[src/rtl/jtframe_z80_cenwait.sv]
// jtframe_z80_cenwait
// Gates the Z80 clock enable while a ROM fetch from SDRAM is outstanding or a
// shared device is busy. Pulses lost while stalled are counted and, when
// RECOVERY is set, reissued afterwards so the average CPU speed is preserved.
module jtframe_z80_cenwait #(
    parameter int RECOVERY = 1,
    parameter int MISS_W   = 4
) (
    input  logic              clk,
    input  logic              rst,
    input  logic              cen_in,
    output logic              cen_out,
    output logic              gate,
    input  logic              mreq_n,
    input  logic              iorq_n,
    input  logic              busak_n,
    input  logic              dev_busy,
    input  logic              rom_cs,
    input  logic              rom_ok,
    output logic [MISS_W-1:0] miss_cnt
);

    localparam logic [1:0] ST_RUN     = 2'd0;
    localparam logic [1:0] ST_WAIT    = 2'd1;
    localparam logic [1:0] ST_RECOVER = 2'd2;

    localparam logic [MISS_W-1:0] MISS_MAX = '1;
    localparam logic [MISS_W-1:0] MISS_ONE = MISS_W'(1);

    logic [1:0]        state;
    logic [1:0]        state_nxt;
    logic              gate_nxt;
    logic [MISS_W-1:0] miss_nxt;
    logic [MISS_W-1:0] miss_inc;
    logic              cs_dly;
    logic              last_out;
    logic              stall;
    logic              extra;
    logic              cen_mux;

    // rom_ok is stale on the first clock of a new rom_cs, so it only counts
    // once rom_cs has been seen for a full clock; bus grant disables stalling
    assign stall = busak_n & ((rom_cs & ~mreq_n & ~(rom_ok & cs_dly)) |
                              (dev_busy & (~mreq_n | ~iorq_n)));

    // a lost pulse at the top of the counter range is simply dropped
    assign miss_inc = (miss_cnt == MISS_MAX) ? miss_cnt : miss_cnt + MISS_ONE;

    // recovery pulses fill idle slots only, never back to back with the last
    // output, and are held back while the bus is granted so the count survives
    assign extra = (state == ST_RECOVER) & ~cen_in & ~last_out &
                   (miss_cnt != '0) & ~stall & busak_n;

    // next-state, gate, counter and output-enable selection
    always_comb begin
        state_nxt = state;
        gate_nxt  = gate;
        miss_nxt  = miss_cnt;
        cen_mux   = 1'b0;
        case (state)
            ST_RUN: begin
                cen_mux = cen_in & ~stall;
                if (cen_in & stall) begin
                    gate_nxt  = 1'b0;
                    state_nxt = ST_WAIT;
                    miss_nxt  = miss_inc;
                end
            end
            ST_WAIT: begin
                if (cen_in) begin
                    miss_nxt = miss_inc;
                end
                if (!stall) begin
                    gate_nxt  = 1'b1;
                    state_nxt = (RECOVERY != 0 && miss_nxt != '0) ? ST_RECOVER : ST_RUN;
                end
            end
            ST_RECOVER: begin
                cen_mux = (cen_in & ~stall) | extra;
                if (cen_in & stall) begin
                    gate_nxt  = 1'b0;
                    state_nxt = ST_WAIT;
                    miss_nxt  = miss_inc;
                end else if (extra) begin
                    miss_nxt = miss_cnt - MISS_ONE;
                    if (miss_nxt == '0) begin
                        state_nxt = ST_RUN;
                    end
                end
            end
            default: begin
                state_nxt = ST_RUN;
            end
        endcase
        if (RECOVERY == 0) begin
            miss_nxt = '0;
        end
    end

    // nothing reaches the CPU while reset is held
    assign cen_out = cen_mux & ~rst;

    // state registers, delayed rom_cs and the previous output pulse
    always_ff @(posedge clk) begin
        if (rst) begin
            state    <= ST_RUN;
            gate     <= 1'b1;
            miss_cnt <= '0;
            cs_dly   <= 1'b0;
            last_out <= 1'b0;
        end else begin
            state    <= state_nxt;
            gate     <= gate_nxt;
            miss_cnt <= miss_nxt;
            cs_dly   <= rom_cs;
            last_out <= cen_out;
        end
    end

endmodule

[config.mk]
export PLATFORM = sky130hd
export DESIGN_NAME = jtframe_z80_cenwait
export DESIGN_NICKNAME = d
export VERILOG_FILES = /design/src/rtl/jtframe_z80_cenwait.sv
export SDC_FILE = /design/constraint.sdc
export NUM_CORES = 1
export LEC_CHECK = 0
export CAP_MARGIN = 40
export CORE_MARGIN = 4
export CORE_UTILIZATION = 40
export CTS_BUF_LIST = sky130_fd_sc_hd__clkbuf_8
export DETAILED_ROUTE_END_ITERATION = 12
export MAX_ROUTING_LAYER = met4
export SLEW_MARGIN = 20
export SYNTH_ARGS = -nofsm -noshare
export SYNTH_HDL_FRONTEND = slang
export SYNTH_SLANG_ARGS = --single-unit
[constraint.sdc]
create_clock -name clk -period 2.2 [get_ports clk]
set_clock_uncertainty 0.2 [all_clocks]
set_input_delay 0.44 -clock clk [delete_from_list [all_inputs] [get_ports clk]]
set_output_delay 0.44 -clock clk [all_outputs]
set_load 0.005 [all_outputs]
==> results of run 1 <==
-- state kept, by name, summed over array words and instances (netlist names) --
name      count
state         2
last_out      1
miss_cnt      4
gate          1
cs_dly        1
-- Yosys cell counts (3+ instances only) --
library cell,instances
sky130_fd_sc_hd__a21oi_1,8
sky130_fd_sc_hd__dfxtp_1,9
sky130_fd_sc_hd__nor3_1,3
sky130_fd_sc_hd__ha_1,8
sky130_fd_sc_hd__nand2_1,7
sky130_fd_sc_hd__nand2b_1,4
sky130_fd_sc_hd__o21bai_1,4
sky130_fd_sc_hd__nand3_1,4
sky130_fd_sc_hd__a31oi_1,3
sky130_fd_sc_hd__a211oi_1,3
sky130_fd_sc_hd__o21ai_0,9
sky130_fd_sc_hd__nor2_1,8
sky130_fd_sc_hd__inv_1,7
-- power groups by stage --
stage | clock (mW) | sequential [mW] | combinational (mW)
3_3_place_gp | 0 | 0.204 | 0.573
3_5_place_dp | 0 | 0.205 | 0.578
4_1_cts | 0.205 | 0.202 | 0.590
6_report | 0.199 | 0.202 | 0.608
2_1_floorplan | 0 | 0.220 | 0.326
5_1_grt | 0.212 | 0.204 | 0.661
-- per-layer routing --
layer | track usage (%) | up-vias | share of wire, %
li1 | - | 484 | -
met1 | 23.8 | 452 | 44
met2 | 31.9 | 19 | 50
met3 | 2.72 | 9 | 2.8
met4 | 11.6 | 0 | 2.4
met5 | - | - | 0
-- final cells by class --
type	count	area (um2)	share of cell area, %
clock buffer	3	41.3	3.23
clock inverter	1	3.75	0.293
inverter	7	26.3	2.05
multi-input combinational	90	676	52.8
sequential	9	180	14.1
tap	27	33.8	2.64
timing repair buffer	36	319	24.9
-- placed cells by master (no fill, tap or decap), types with 2 or more instances in the layout --
cell type                         count
sky130_fd_sc_hd__a211oi_1             2
sky130_fd_sc_hd__a21oi_1              8
sky130_fd_sc_hd__a31oi_1              2
sky130_fd_sc_hd__buf_4               21
sky130_fd_sc_hd__clkbuf_8             3
sky130_fd_sc_hd__clkdlybuf4s50_1      6
sky130_fd_sc_hd__dfxtp_1              9
sky130_fd_sc_hd__dlymetal6s2s_1       6
sky130_fd_sc_hd__ha_1                 8
sky130_fd_sc_hd__inv_1                8
sky130_fd_sc_hd__nand2_1              6
sky130_fd_sc_hd__nand2b_1             4
sky130_fd_sc_hd__nand3_1              4
sky130_fd_sc_hd__nor2_1               8
sky130_fd_sc_hd__nor3_1               2
sky130_fd_sc_hd__o21ai_0              9
sky130_fd_sc_hd__o21bai_1             3
-- worst max-delay path, delay by kind of cell --
kind / cells / cell delay (ns)
buffers and inverters: 3 / 0.48
and+or+nand+nor: 1 / 0.16
AOI/OAI and AO/OA: 2 / 0.42
-- worst paths after layout --
kind                            to  slack (ns)
max                        cen_out        0.06
min              gate$_SDFFE_PP1P_        0.28
max reg2reg  state[0]$_SDFFE_PP0P_        0.16
min reg2reg      gate$_SDFFE_PP1P_        0.28
-- metrics by stage --
step                area [um2]  TNS [ns]  util [%]
floorplan                  866         0         -
global placement          1160     -2.43      58.0
detailed placement        1160     -2.49      58.0
CTS                       1220   -0.0724      61.1
global route              1280   -0.0109      63.9
finish                    1280         0      63.9
-- what timing repair did --
action / 4_1_cts / 5_1_grt
pin swaps: 2 / 5
setup endpoints to repair: 6 / 7
resized for setup: 10 / 13
gates cloned: 0 / 0
buffers inserted: 0 / 1
hold buffers: 0 / 0
-- logic make-up (layout without fill, tap and decap cells) --
family | Yosys count | count (layout) | share of synthesized area, %
AND/OR/NAND/NOR | 36 | 36 | 23.1
multiplexers | 2 | 2 | 2.46
buffers and inverters | 12 | 47 | 7.22
flip-flops | 9 | 9 | 20.8
XOR/XNOR | 1 | 1 | 1.01
AO/OA/AOI/OAI | 43 | 43 | 33.8
adder cells (fa/ha/maj) | 8 | 8 | 11.6
==> out/summary.md, run 1 <==
The run finished with clean final reports. The data required time of the critical path is 1.56 ns, and the power share of the combinational group is 60.2%. Once detailed placement completed, the half-perimeter wirelength came to 1820 um.

The internal portion of total power was 0.606 mW. Flip-flop cell with the highest count after synthesis: sky130_fd_sc_hd__dfxtp_1. The startpoint identified for the worst register-to-register timing path is miss_cnt[0]$_SDFFE_PP0P_.

The worst max-slew margin expressed relative to the limit came out at 69.1%. The category of the most critical setup path was primary input to output port. In this run, the number of DRC markers left after iteration 0 of detailed routing was 26. The vertical die dimension is 54.5 um, and the standard cell core area is 2000 um2. The overall die area came out at 2970 um2.

Final worst-path setup slack: 0.0635 ns. The tools report the number of detailed-route iterations in the first pass as 4. The Yosys warning count was 0. The worst setup path is captured at an output port. Dividing the detail-routed wire length by the instance count gives 14.9 um. Yosys attributes the largest share of cell area to sky130_fd_sc_hd__dfxtp_1 21%, sky130_fd_sc_hd__ha_1 12%, sky130_fd_sc_hd__o21ai_0 5.2%, sky130_fd_sc_hd__a21oi_1 4.6%, sky130_fd_sc_hd__nor2_1 3.5%.

Total placed cells including tap cells: 168. The synthesis-stage register bit count was 9. The count of nets left with antenna violations once routing finished came out at 0. TritonCTS built the clock tree.

The worst hold path begins at gate$_SDFFE_PP1P_. First-pass GRT wire length: 4040 um. Total of max-cap violations: 0. The number of nets handed over by synthesis was 128. Of the available clock period, the critical path in the final layout requires 97.1%. CTS saw 9 sinks.

During I/O placement, the number of pins put on the boundary was 15. In the final layout, the share of cells above drive strength 1 is 27.4%. At the later pin of the worst-skew pair, clock insertion delay measures 0.24 ns. 0 antenna diodes ended up in the layout. For the number of distinct library cell variants in the gate-level netlist after synthesis, the log shows 45.

The total overflow left after global routing is 0. The clock passes through at most 2 buffers. On the critical path, the stage with the largest delay is an instance of sky130_fd_sc_hd__a31o_4.

The number of instances on the worst hold path came out at 1. The final count of hold timing violations came out at 0. The tools report the root buffer cell as sky130_fd_sc_hd__clkbuf_8. After the flow finishes, the layout carries non-filler instances totaling 173. The clock-pin slew reported for the worst setup and hold paths after clock tree synthesis was 0.05 ns; the worst endpoint data arrival time was 1.50 ns.

The number of antenna violations at the first check in global routing was 0; the power per cell area was 789 nW/um2. Walking the worst path, the cells encountered are clkdlybuf4s15_1 > inv_1 > a31o_4 > and2_4 > a211oi_2 > buf_2. The netlist area before placement is 866 um2, and the tightest hold margin is 0.278 ns. The sequential fraction of the synthesis area is 20.8%, and the global router's overall resource usage is 19.9%. For the worst flop-to-flop path, the logic depth is 7. The portion of synthesized cell area occupied by the leading cell type is 20.8%, and the number of remaining DRC errors is 0. Of the total power, the share spent switching nets is 40.0%. The congestion estimate from routability-driven global placement came to 0.953. The synthesized area per cell is 7.80 um2, and the via-per-instance ratio is 5.57. The post-layout minimum cycle time came out at 2.14 ns.

The analysis attributes to cell leakage a power of 0.596 nW. For the cell count after synthesis, the log shows 111. For the initial cell density of the core, the log shows 43.2%. The number of levels the H-tree was split into was 1; the maximum number of pins on one net before global-route repair was 13.

The critical path starts at mreq_n. The overall routed net length is 2570 um. The clock network accounts for 19.8% of the total power. The worst stage delay on the critical path came out at 0.25 ns. Of all flip-flops after synthesis, the portion carrying an async set or reset was 0%. The worst-case setup slack after placement was -0.547 ns; the total design power was 1.01 mW. In this run the power spent charging and discharging nets is 0.404 mW. Static timing analysis puts the maximum clock frequency at 468 MHz. The area growth from synthesis to layout works out to 47.8%. The count of buffers added on input and output ports is 14. The top cell type by total area after synthesis was sky130_fd_sc_hd__dfxtp_1. After floorplanning, the core was divided into 16 placement rows.

Of the total power, registers draw 20.0%. Fill cells in the final layout number 192. The synthesized design contains 0 enable-type register cells. The run gives 164 as the net count of the finished layout. Detailed routing inserted a total of 964 vias. The pin slew with the least headroom to its limit is 0.461 ns, and the largest vdd supply drop is 0.508 mV. In this run, CTS created clock tree buffers numbering 3. Width of the die: 54.5 um. The run gives 0 as the number of pins exceeding their max-slew limit in the final report. The logs give 0 for the final setup violation count and 898 for the via count of the first global-routing pass. In this run the worst hold path is classified as flop to flop.

The nature of the critical path startpoint is a primary input. The top fanout value on the critical path came out at 2.
(Power assumes the default switching activity.)
==> run 2: changes to the inputs <==
--- a/config.mk
+++ b/config.mk
@@ -6,7 +6,6 @@
 export NUM_CORES = 1
 export LEC_CHECK = 0
 export CAP_MARGIN = 40
-export CORE_MARGIN = 4
 export CORE_UTILIZATION = 40
 export CTS_BUF_LIST = sky130_fd_sc_hd__clkbuf_8
 export DETAILED_ROUTE_END_ITERATION = 12
==> run 2 against run 1 <==
Against the previous run: combinational power fell by 2%; wire length fell by 8.0%; fmax rose by 0.62%; core utilization fell by 0.94 points; first-iteration DRC count rose by 77%; sequential share of layout area rose by 0.21 points; sequential cell count did not move; worst hold slack got worse by 0.014 ns; total power fell by 1.7%; final cell count fell by 0.58%; global-route usage rose by 1.5 points; sequential power barely moved.
==> out/summary.md, run 2 (same netlist as run 1, synthesis figures left out) <==
The overall routed net length is 2370 um (-8.0%), and the net count of the finished layout is 163 (-0.61%). The highest clock rate is 471 MHz (+0.62%). The CTS buffer count is 3 (unchanged), and the hold buffer count at cts is 0 (unchanged). The power per cell area works out to 786 nW/um2 (-0.27%).

The logs give 0.23 ns (about the same) for the clock network latency to the later pin of the worst-skew pair and 16 (unchanged) for the number of rows created at floorplan. Compared with the post-synthesis result, the final layout area differs by 45.7%. Final antenna diode count: 0 (unchanged). The worst flop-to-flop path endpoint was state[1]$_SDFFE_PP0P_. The largest registers in the layout are miss_cnt: 4 flops, state: 2 flops. The run gives 0 (unchanged) as the final count of hold timing violations. CTS placed an instance of sky130_fd_sc_hd__clkbuf_8 at the clock tree root. The logs give 952 (-1.2%) for the total number of vias and 1.48 ns (-0.02 ns) for the worst endpoint data arrival time. TritonCTS built the clock tree. For the I/O pin total, the log shows 15 (unchanged). The overall die area is 2350 um2 (-21%), and the number of port buffers is 14 (unchanged). The number of antenna violations at the first check in global routing was 0 (unchanged). The fraction of the core area covered by cells at the end of the flow was 63.0% (-0.94 points); the worst max-slew margin expressed relative to the limit was 67.9% (-1.2 points). The width of the die works out to 48.5 um (-11%). Leaving out fill and tap cells, the most frequent cell in the layout is sky130_fd_sc_hd__buf_4.

The run gives 99 um (+39%) as the routed wire length on met3. The length of routed met2 wiring was 1070 um (-18%); the data required time of the critical path was 1.56 ns (about the same). The logs give 1780 um (-2.2%) for the half-perimeter wire length after detailed placement and 4 (unchanged) for the number of detailed-route iterations in the first pass. The ratio of cells with drive above 1 in the final layout is 26.9% (-0.50 points). The flow ran to the end, and the final reports show no timing, DRC or antenna violations. The logs give 0 ns (unchanged) for the final setup TNS and 3860 um (-4.4%) for the first-pass GRT wire length. The worst-case setup slack after placement came out at -0.561 ns (-0.0138 ns). The routed wire length per instance was 13.8 um (-7.4%).

Number of levels the H-tree was split into: 1 (unchanged). The count of filler cells inserted in the layout is 189 (-1.6%), and the pin slew with the least headroom to its limit is 0.479 ns (+0.0186 ns). The critical path starts at state[1]$_SDFFE_PP0P_. Nature of the critical path startpoint: a flop.

The via count of the first global-routing pass is 913 (+1.7%). Category of the most critical setup path: flop to output port. The post-layout minimum cycle time is 2.12 ns (-0.0132 ns), and the largest vdd supply drop is 0.455 mV (-10%). The detailed-route wire length on metal 1 came out at 1150 um (+0.79%). Highest routed metal layer: met4.

Initial DRC count: 46 (+77%). The logs give 0.12 ns (-0.04 ns) for the internal reg-to-reg setup slack and 0 (unchanged) for the final setup violation count. Top fanout value on the critical path: 4 (+2).

The capturing element of the worst setup path is cen_out. The worst register-to-register path begins at state[1]$_SDFFE_PP0P_. The run gives 0.901 (-5.4%) as the global placer's final weighted congestion.

The portion of the clock cycle consumed by the worst path in the final layout works out to 96.5% (-0.60 points). The number of sinks on the clock net was 9 (unchanged); the number of remaining DRC errors was 0 (unchanged). The vertical die dimension is 48.5 um (-11%). The logs give 0 (unchanged) for the number of pins exceeding their max-slew limit in the final report and 2000 um2 (unchanged) for the standard cell core area. The tools report the remaining global-route overflow as 0 (unchanged). The min-delay analysis places its worst path in the category flop to flop. The run gives 2 (unchanged) as the maximum count of clock buffers along a single path. The largest register by flop count was miss_cnt.

The flip-flop count of the largest register after layout is 4 (unchanged). The logs give 13 (unchanged) for the maximum number of pins on one net before global-route repair and 0 (unchanged) for the number of nets with antenna violations after detailed routing. The total of max-cap violations was 0 (unchanged).

The library cells used most frequently in the layout, excluding fill and tap cells, are 21 x sky130_fd_sc_hd__buf_4, 9 x sky130_fd_sc_hd__dfxtp_1. The depth of the worst register-to-register path was 8 (+1). The initial cell density of the core is 43.2% (unchanged). The logs give 0.0767 ns (+0.0132 ns) for the final worst-path setup slack and 21.4% (+1.5 points) for the global router's overall resource usage. The worst setup path is captured at an output port.

The clock-pin slew reported for the worst setup and hold paths after clock tree synthesis was 0.05 ns (about the same); the via-per-instance ratio was 5.53 (-0.67%). The run gives 0.587 nW (-1.5%) as the leakage power of the design.
run 2: final cells by class:
class                   instances  area [um2]  area share (%)
inverters                       7        26.3            2.08
flip-flops and latches          9         180            14.3
multi-input cells              90         669            53.1
repair buffers                 35         307            24.3
well taps                      27        33.8            2.68
clock inverters                 1        3.75           0.298
clock buffers                   3        41.3            3.27
run 2: worst min path at each step:
stage,cells past startpoint,end,start
finish,1,gate$_SDFFE_PP1P_,gate$_SDFFE_PP1P_
global route,1,gate$_SDFFE_PP1P_,gate$_SDFFE_PP1P_
CTS,1,gate$_SDFFE_PP1P_,gate$_SDFFE_PP1P_
detailed placement,1,gate$_SDFFE_PP1P_,gate$_SDFFE_PP1P_
global placement,1,gate$_SDFFE_PP1P_,gate$_SDFFE_PP1P_
floorplan,1,gate$_SDFFE_PP1P_,gate$_SDFFE_PP1P_
run 2: worst max-delay path, stage by stage, from the launching register on:
cell and delay [ns]:
sky130_fd_sc_hd__dfxtp_1 0.38, sky130_fd_sc_hd__ha_1 0.24, sky130_fd_sc_hd__and4bb_1 0.24, sky130_fd_sc_hd__o21ai_2 0.08, sky130_fd_sc_hd__a211oi_2 0.18, sky130_fd_sc_hd__buf_2 0.14
run 2: repair_timing:
item / 4_1_cts / 5_1_grt
buffers inserted: 0 / 1
hold endpoints to repair: 0 / 0
setup endpoints to repair: 5 / 7
pin swaps: 1 / 6
resized for setup: 9 / 14
run 2: through the flow:
stage,cell area [um2],power [mW],hold slack [ns],cells
floorplan,866,0.546,0.261,111
global placement,1150,0.777,0.249,167
detailed placement,1150,0.777,0.254,167
CTS,1210,0.978,0.270,171
global route,1260,1.06,0.305,172
finish,1260,0.992,0.263,172
run 2: routing by layer:
metal  vias up  GRT usage (%)
met3         7           3.14
met1       432           24.5
met4         0           10.3
met2        32           36.6
met5         -              -
li1        481              -
run 2: power by group:
group	internal, mW	total (mW)	switching (mW)
Combinational	0.290	0.597	0.307
Clock	0.122	0.192	0.0702
Sequential	0.190	0.203	0.0126
